--- src/rtl/seg_status_arb_pkg.sv ---
`default_nettype none
// ============================================================================
// Module      : seg_status_arb_pkg
// Description : Shared types and sizing helpers for the status arbiter.
// Revision    : 1.0 - initial release
// ============================================================================
package seg_status_arb_pkg;

    // Why the display is allowed to move this cycle.
    typedef enum logic [1:0] {
        CR_NONE      = 2'd0,
        CR_LOST      = 2'd1,
        CR_ERROR     = 2'd2,
        CR_HOLD_DONE = 2'd3
    } commit_reason_e;

    // Bits needed to hold the values 0..n inclusive.
    function automatic int cnt_width(input int n);
        return (n < 1) ? 1 : $clog2(n + 1);
    endfunction

endpackage
`default_nettype wire

--- src/rtl/seg_prio_enc.sv ---
`default_nettype none
// ============================================================================
// Module      : seg_prio_enc
// Description : Lowest-set-bit encoder; o_idx = NUM_SRC when nothing is set.
// Revision    : 1.0 - initial release
// ============================================================================
module seg_prio_enc #(
    parameter int NUM_SRC = 6,
    parameter int IDX_W   = 3
) (
    input  logic [NUM_SRC-1:0] i_vec,
    output logic [IDX_W-1:0]   o_idx,
    output logic               o_found
);

    always_comb begin
        o_idx   = IDX_W'(NUM_SRC);
        o_found = 1'b0;
        for (int i = NUM_SRC - 1; i >= 0; i--) begin
            if (i_vec[i]) begin
                o_idx   = IDX_W'(i);
                o_found = 1'b1;
            end
        end
    end

endmodule
`default_nettype wire

--- src/rtl/seg_status_arb.sv ---
`default_nettype none
// ============================================================================
// Module      : seg_status_arb
// Description : Priority arbiter for the 7-segment status display with sticky
//               errors, minimum dwell time and optional error blink
//               (enabled by defining SEG_STATUS_BLINK_EN).
// Revision    : 1.0 - initial release
// ============================================================================
module seg_status_arb
    import seg_status_arb_pkg::*;
#(
    parameter int NUM_SRC      = 6,
    parameter int DIGITS       = 3,
    parameter int HOLD_CYCLES  = 50_000_000,
    parameter int BLINK_CYCLES = 25_000_000,
    localparam int W  = 4 * DIGITS,
    localparam int SW = cnt_width(NUM_SRC)
) (
    input  logic                 clk,
    input  logic                 rst,
    input  logic [NUM_SRC-1:0]   src_valid,
    input  logic [NUM_SRC-1:0]   src_error,
    input  logic [NUM_SRC*W-1:0] src_digits,
    input  logic [W-1:0]         default_digits,
    input  logic                 err_clear,
    output logic [W-1:0]         seg_digits,
    output logic                 seg_blank,
    output logic [SW-1:0]        active_src,
    output logic [NUM_SRC-1:0]   sticky_err
);

    localparam int            c_HOLD_W  = cnt_width(HOLD_CYCLES);
    localparam logic [SW-1:0] c_DEFAULT = SW'(NUM_SRC);

    if (NUM_SRC < 1 || DIGITS < 1 || HOLD_CYCLES < 1 || BLINK_CYCLES < 1) begin : g_bad_params
        $error("seg_status_arb: parameter out of range");
    end

    logic [NUM_SRC-1:0]  r_sticky;
    logic [SW-1:0]       r_active;
    logic [W-1:0]        r_digits;
    logic [c_HOLD_W-1:0] r_hold;

    logic [SW-1:0]       w_s_idx;
    logic [SW-1:0]       w_v_idx;
    logic                w_s_found;
    logic                w_v_found;
    logic [SW-1:0]       w_cand;
    logic [SW-1:0]       w_next;
    logic [NUM_SRC:0]    w_qual_ext;
    logic [NUM_SRC:0]    w_sticky_ext;
    logic                w_commit;
    logic [W-1:0]        w_next_digits;
    commit_reason_e      w_reason;

    seg_prio_enc #(.NUM_SRC(NUM_SRC), .IDX_W(SW)) u_enc_sticky (
        .i_vec   (r_sticky),
        .o_idx   (w_s_idx),
        .o_found (w_s_found)
    );

    seg_prio_enc #(.NUM_SRC(NUM_SRC), .IDX_W(SW)) u_enc_valid (
        .i_vec   (src_valid),
        .o_idx   (w_v_idx),
        .o_found (w_v_found)
    );

    // Any sticky source outranks every merely-valid one.
    assign w_cand       = w_s_found ? w_s_idx : (w_v_found ? w_v_idx : c_DEFAULT);
    assign w_qual_ext   = {1'b1, r_sticky | src_valid};
    assign w_sticky_ext = {1'b0, r_sticky};

    always_comb begin
        w_reason = CR_NONE;
        if (w_cand != r_active) begin
            if (!w_qual_ext[r_active]) begin
                w_reason = CR_LOST;
            end else if (w_s_found) begin
                w_reason = CR_ERROR;
            end else if (r_hold == '0) begin
                w_reason = CR_HOLD_DONE;
            end
        end
    end

    assign w_commit = (w_reason != CR_NONE);
    assign w_next   = w_commit ? w_cand : r_active;

    always_comb begin
        w_next_digits = default_digits;
        for (int i = 0; i < NUM_SRC; i++) begin
            if (w_next == SW'(i)) begin
                w_next_digits = src_digits[i*W +: W];
            end
        end
    end

    always_ff @(posedge clk or posedge rst) begin
        if (rst) begin
            r_sticky <= '0;
            r_active <= c_DEFAULT;
            r_digits <= '0;
            r_hold   <= '0;
        end else begin
            r_sticky <= (r_sticky & ~{NUM_SRC{err_clear}}) | src_error;
            r_active <= w_next;
            r_digits <= w_next_digits;
            if (w_commit) begin
                r_hold <= c_HOLD_W'(HOLD_CYCLES - 1);
            end else if (r_hold != '0) begin
                r_hold <= r_hold - 1'b1;
            end
        end
    end

`ifdef SEG_STATUS_BLINK_EN
    localparam int c_BLINK_W = cnt_width(BLINK_CYCLES);

    logic [c_BLINK_W-1:0] r_blink_cnt;
    logic                 r_blank;

    always_ff @(posedge clk or posedge rst) begin
        if (rst) begin
            r_blink_cnt <= '0;
            r_blank     <= 1'b0;
        end else if (w_commit || !w_sticky_ext[r_active]) begin
            r_blink_cnt <= '0;
            r_blank     <= 1'b0;
        end else if (r_blink_cnt == c_BLINK_W'(BLINK_CYCLES - 1)) begin
            r_blink_cnt <= '0;
            r_blank     <= ~r_blank;
        end else begin
            r_blink_cnt <= r_blink_cnt + 1'b1;
        end
    end

    assign seg_blank = r_blank;
`else
    assign seg_blank = 1'b0;
`endif

    assign seg_digits = r_digits;
    assign active_src = r_active;
    assign sticky_err = r_sticky;

endmodule
`default_nettype wire

--- config.mk ---
export PLATFORM = sky130hd
export DESIGN_NAME = seg_status_arb
export DESIGN_NICKNAME = d
export VERILOG_FILES = /design/src/rtl/seg_status_arb_pkg.sv /design/src/rtl/seg_prio_enc.sv /design/src/rtl/seg_status_arb.sv
export SDC_FILE = /design/constraint.sdc
export NUM_CORES = 1
export LEC_CHECK = 0
export CORE_MARGIN = 2
export CORE_UTILIZATION = 40
export CTS_BUF_LIST = sky130_fd_sc_hd__clkbuf_8
export CTS_CLUSTER_DIAMETER = 100
export DETAILED_ROUTE_END_ITERATION = 7
export PLACE_DENSITY = 0.82
export SLEW_MARGIN = 20
export SYNTH_ARGS = -nofsm -noshare
export SYNTH_HDL_FRONTEND = slang
export SYNTH_SLANG_ARGS = --single-unit
export TNS_END_PERCENT = 30
--- constraint.sdc ---
create_clock -name clk -period 4.9 [get_ports clk]
set_input_delay 0.49 -clock clk [delete_from_list [all_inputs] [get_ports clk]]
set_output_delay 0.49 -clock clk [all_outputs]
set_load 0.01 [all_outputs]
==> results of run 1 <==
==> where the power goes <==
part / switching, W / internal, W / leakage [nW] / total [W]
logic: 0.000173 / 0.000221 / 1.16 / 0.000394
registers: 0.0000273 / 0.000426 / 0.509 / 0.000453
clock network: 0.000122 / 0.000111 / 0.0470 / 0.000233
==> cells in the mapped netlist (3+ instances only) <==
cell      number
a211o_1        4
a21o_1         8
a21oi_1       11
a221oi_1       3
a222oi_1      12
clkbuf_1      12
dfrtp_1       45
inv_1         12
mux2_2        11
mux2i_1       33
nand2_1       24
nand2b_1       6
nand3_1        4
nor2_1        21
nor3_1        11
nor4_1        13
o21ai_0        6
o311ai_0       3
or2_2          4
or3_1         12
or4_1          7
xnor2_1       19
==> worst max-delay path: stages (launching register included) <==
cell,delay [ns]
dfrtp_1,0.43
inv_1,0.10
ha_1,0.14
or4b_2,0.57
or4_1,0.43
or3_1,0.47
nand3_2,0.16
mux2i_2,0.47
inv_6,0.25
mux2_2,0.29
mux2i_1,0.08
a222oi_1,0.39
==> metal layers <==
layer | track usage [%] | wire, µm | vias to the layer above
li1 | - | - | 1467
met1 | 27.7 | 3810 | 1453
met2 | 34.7 | 4810 | 96
met3 | 3.22 | 368 | 11
met4 | 5.27 | 122 | 0
met5 | 0 | 0 | -
==> flip-flops by register name (all words and copies together) (netlist names) <==
name,flops
r_hold,26
active_src,3
sticky_err,6
seg_digits,12
==> cells by family after synthesis <==
logic type,synth area share [%]
flops,37.1
other cells,0.118
simple gates,20.0
compound gates,15.5
xor+xnor,5.79
mux,15.8
buf+inv,4.85
fa+ha+maj,0.788
==> metrics by stage <==
stage | hold slack [ns] | cells | utilization, % | power [W] | setup WS, ns
after floorplan | 0.480 | 329 | - | 0.000664 | 1.45
after global placement | 0.498 | 537 | 57.3 | 0.000846 | 1.16
after detailed placement | 0.504 | 537 | 57.3 | 0.000853 | 1.04
after CTS | 0.529 | 544 | 58.5 | 0.00109 | 1.02
after global routing | 0.580 | 544 | 58.5 | 0.00114 | 0.770
final | 0.523 | 544 | 58.5 | 0.00108 | 0.991
==> final timing paths <==
path | endpoint | cells past startpoint | startpoint | slack, ns
max | seg_digits[3]$_DFF_PP0_ | 11 | r_hold[0]$_DFFE_PP0P_ | 0.99
min | r_hold[21]$_DFFE_PP0P_ | 2 | r_hold[21]$_DFFE_PP0P_ | 0.52
max reg2reg | seg_digits[3]$_DFF_PP0_ | 11 | r_hold[0]$_DFFE_PP0P_ | 0.99
min reg2reg | r_hold[21]$_DFFE_PP0P_ | 2 | r_hold[21]$_DFFE_PP0P_ | 0.52
max in group asynchronous | sticky_err[3]$_DFF_PP0_ | 2 | rst | 3.55
min in group asynchronous | seg_digits[7]$_DFF_PP0_ | 2 | rst | 0.74
==> final cells by class <==
class                      instances  area [µm²]  share of cell area (%)
multi-input combinational        251        1840                    40.8
timing repair buffer             124        1230                    27.2
sequential                        47        1180                    26.1
tap                              102         128                    2.82
clock buffer                       6        82.6                    1.83
inverter                          13        53.8                    1.19
clock inverter                     1        5.00                   0.111
==> run metrics, run 1 <==
Die Wd approximately 93 µm; design area approximately 4500 µm²; CTS Root Cell clkbuf_8; number of synthesized register bits 47; startpoint types flop; cell row count 32; deepest clock path buffer count 2; Tot GR Track Use about a fifth; dominant cell type by area after synthesis dfrtp_1; # DRC 0; Antenna diodes 0; depth of the CTS H-tree 2; initial antenna violation count 0; Worst EP arrival 4.08 ns; vias in the first global route between 2000 and 3000; Sink Count 47; CTS Hold Buffers Added 0; clock input transition at the sequential cells of the worst setup and hold paths about 0.09 ns; Min-Delay Path Class flop to flop; type of the worst setup path flop to flop; final hold viol count 0; Top FF cell, synth dfrtp_1; most common cell after layout, fill and taps aside clkdlybuf4s50_1; ANT nets after route 0; Yosys top cell area share around 35%; Fmax 0.256 GHz; TritonCTS clock tree yes; Tmin final just under 4 ns; RSZ-0062 raised after global routing no; measured slew at the worst slew-check pin about 1 ns; DP HPWL 6.88 mm; synth top area cells dfrtp_1 (35%), mux2i_1 (10%), xnor2_1 (5.2%); commonest non-fill, non-tap cells in the layout clkdlybuf4s50_1 (119), dfrtp_1 (45), mux2i_1 (33); Skew-Pair Late Insertion Delay just under 0.3 ns; mapped cell area roughly 3200 µm²; placer's final routability congestion estimate 0.896; die height ~93 µm; Worst EP required a little over 5 ns; Placeable Area a little under 8000 µm²; number of synthesized flops with an enable pin 0; PostCTS Resize Cnt 0; fin. max-slew vios 0; largest net degree at the start of global routing between 40 and 50; initial core utilization about two fifths; Layout fillers between 600 and 700; maximum VDD drop 0.129 mV; Clock Skew around 0.0094 ns; register area share after synthesis 37.1%; setup bufs post-CTS 0; final wirelength a little over 9 mm; Post-Syn Nets 430; routed vias 3027; initial DRC count between 150 and 200; Vias per Instance ~5.6; Crit. End Element flop; Die Area between 8000 and 9000 µm²; Max-Cap Viols 0; Port Buffer Count roughly 120; first-pass GRT wire length roughly 14 mm; nets@finish approximately 540; CP Max Fanout 37; First-pass DRT Iterations 5; pwr dens roughly 240 nW/µm²; period utilisation layout about four fifths; Slew HR a little over a third; WL/cell between 15 and 20 µm; average size of a mapped cell 9.65 µm²; CTS Buf Count 5; outcome finished clean; fraction of layout cells with a size suffix above 1 under 10%; IO Count 121; P_leak approximately 1.7 nW; area grow syn2layout 42.3%; post-synthesis cell type count 61; fraction of registers with async set/reset 100%; global route total overflow 0; Post-Route Setup TNS 0 ns; Yosys warning total 0; Mapped Cells ~330; DP Area roughly 4400 µm²; final setup fails 0
Power figures use the tool's default switching activity.
==> inputs of run 2 (changes only) <==
==> constraint.sdc (replaced) <==
create_clock -name clk -period 3.8 [get_ports clk]
set_input_delay 0.38 -clock clk [delete_from_list [all_inputs] [get_ports clk]]
set_output_delay 0.38 -clock clk [all_outputs]
set_load 0.01 [all_outputs]
==> run 2 against run 1 <==
  * Global-route usage is 0.83 points higher
  * Flip-flop and latch count stayed put
  * Register-to-register slack worse by 0.78 ns
  * Combinational power is 29% higher
  * Sequential share of layout area is 0.14 points lower
  * Critical path type unchanged
  * Non-clock buffer count is 1 higher
  * Core utilization is 0.32 points higher
  * Die area stayed put
  * Critical endpoint is now seg_digits[8]$_DFF_PP0_
==> run metrics, run 2 (synthesized netlist as in run 1, its figures left out) <==
CTS Root Cell clkbuf_8; measured slew at the worst slew-check pin 0.917 ns (-0.0568 ns); Max-Cap Viols 0 (unchanged); setup bufs post-CTS 0 (unchanged); area grow syn2layout 43.1%; Crit. End Element flop; Port Buffer Count 119 (unchanged); Clock Skew 0.0103 ns (+0.000911 ns); TritonCTS clock tree yes; first-pass GRT wire length 14.8 mm (+3.6%); fraction of layout cells with a size suffix above 1 9.46% (+0.41 points); die height 93.1 µm (unchanged); pre-CTS setup slack 0.202 ns (-0.835 ns); Die Wd 93.1 µm (unchanged); Placeable Area 7730 µm² (unchanged); final worst slack 0.209 ns (-0.781 ns); Final Instance Count excl. Fillers 546 (+0.37%); Min-Delay Path Class input port to asynchronous set/reset pin; largest net degree at the start of global routing 48 (unchanged); depth of the CTS H-tree 2 (unchanged); final setup fails 0 (unchanged); vias in the first global route 3007 (+2.7%); deepest clock path buffer count 2 (unchanged); WL/cell 16.9 µm (+0.72%); startpoint types flop; Antenna diodes 0 (unchanged); most common cell after layout, fill and taps aside clkdlybuf4s50_1; First-pass DRT Iterations 4 (-1); clock input transition at the sequential cells of the worst setup and hold paths 0.10 ns (about the same); Tot GR Track Use 21.4% (+0.83 points); Most flops, register r_hold; type of the worst setup path flop to flop; final hold viol count 0 (unchanged); RSZ-0062 raised after global routing no; initial DRC count 193 (+8.4%); initial antenna violation count 0 (unchanged); Worst EP required 3.99 ns (-1.08 ns); IO Count 121 (unchanged); routed vias 3015 (-0.40%); maximum VDD drop 0.145 mV (+12%); max FFs per register 26 (unchanged); nets@finish 544 (+0.18%); Layout fillers 642 (-4.3%); Slew HR 38.9% (+3.9 points); Vias per Instance 5.52 (-0.76%); P_leak 1.72 nW (+0.46%); final wirelength 9.21 mm (+1.1%); Skew-Pair Late Insertion Delay 0.31 ns (+0.02 ns); initial core utilization 41.1% (unchanged); Sink Count 47 (unchanged); fin. max-slew vios 0 (unchanged); # DRC 0 (unchanged); placed cell count 538 (+0.19%); period utilisation layout 94.5% (+15 points); outcome finished clean; cell row count 32 (unchanged); CTS Buf Count 5 (unchanged); Post-Route Setup TNS 0 ns (unchanged); placer's final routability congestion estimate 0.862 (-3.8%); Tmin final 3.59 ns (-0.319 ns); ANT nets after route 0 (unchanged); global route total overflow 0 (unchanged); Fmax 0.279 GHz (+8.9%); DP HPWL 6.92 mm (+0.64%); CP Max Fanout 37 (unchanged); Worst EP arrival 3.78 ns (-0.30 ns); pwr dens 312 nW/µm² (+31%); commonest non-fill, non-tap cells in the layout clkdlybuf4s50_1 (119), dfrtp_1 (45), mux2i_1 (33); Die Area 8660 µm² (unchanged)
run 2: area by class of cell:
type / count / area (µm²) / area share [%]
clock inverter: 3 / 26.3 / 0.578
inverter: 13 / 55.1 / 1.21
multi-input combinational: 251 / 1850 / 40.7
sequential: 47 / 1180 / 25.9
timing repair buffer: 125 / 1240 / 27.2
tap: 102 / 128 / 2.81
clock buffer: 5 / 68.8 / 1.51
run 2: path summary, 6_finish.rpt:
check / startpoint / endpoint / slack, ns / cells past startpoint
min reg2reg: r_hold[12]$_DFFE_PP0P_ / r_hold[12]$_DFFE_PP0P_ / 0.52 / 2
max: r_hold[0]$_DFFE_PP0P_ / seg_digits[8]$_DFF_PP0_ / 0.21 / 11
max in group asynchronous: rst / sticky_err[4]$_DFF_PP0_ / 2.77 / 2
min: rst / seg_digits[6]$_DFF_PP0_ / 0.52 / 2
min in group clk: r_hold[12]$_DFFE_PP0P_ / r_hold[12]$_DFFE_PP0P_ / 0.52 / 2
max reg2reg: r_hold[0]$_DFFE_PP0P_ / seg_digits[8]$_DFF_PP0_ / 0.21 / 11
run 2: layer usage:
metal	up-vias	GRT usage, %	part of all wire [%]	routed length (µm)
met5	-	0	0	0
met4	0	7.60	2.6	240
met3	21	3.38	3.9	356
met2	78	35.1	50	4600
met1	1448	28.7	44	4010
li1	1468	-	-	-
run 2: what timing repair did:
action                                  4_1_cts  5_1_grt
hold buffers                                  0        0
resized for setup                             0        1
endpoints found under the setup margin        0        5
run 2: through the flow:
step	cell area, µm²	power, W	hold slack [ns]	utilization [%]
floorplan	3170	0.000856	0.472	-
detailed placement	4440	0.00110	0.504	57.4
global route	4540	0.00150	0.549	58.8
global placement	4440	0.00109	0.499	57.4
finish	4540	0.00142	0.523	58.8
CTS	4530	0.00143	0.532	58.7
run 2: power by group:
part | switching [W] | internal, W
clock network | 0.000188 | 0.000136
logic | 0.000223 | 0.000287
registers | 0.0000359 | 0.000549
run 2: critical path, cell delays in order, from the launching register on:
cell	delay (ns)
dfrtp_1	0.43
inv_1	0.09
ha_1	0.13
or4b_2	0.57
or4_1	0.43
or3_1	0.45
nand3_2	0.17
mux2i_4	0.30
inv_6	0.16
mux2_2	0.28
mux2i_1	0.06
a222oi_1	0.36
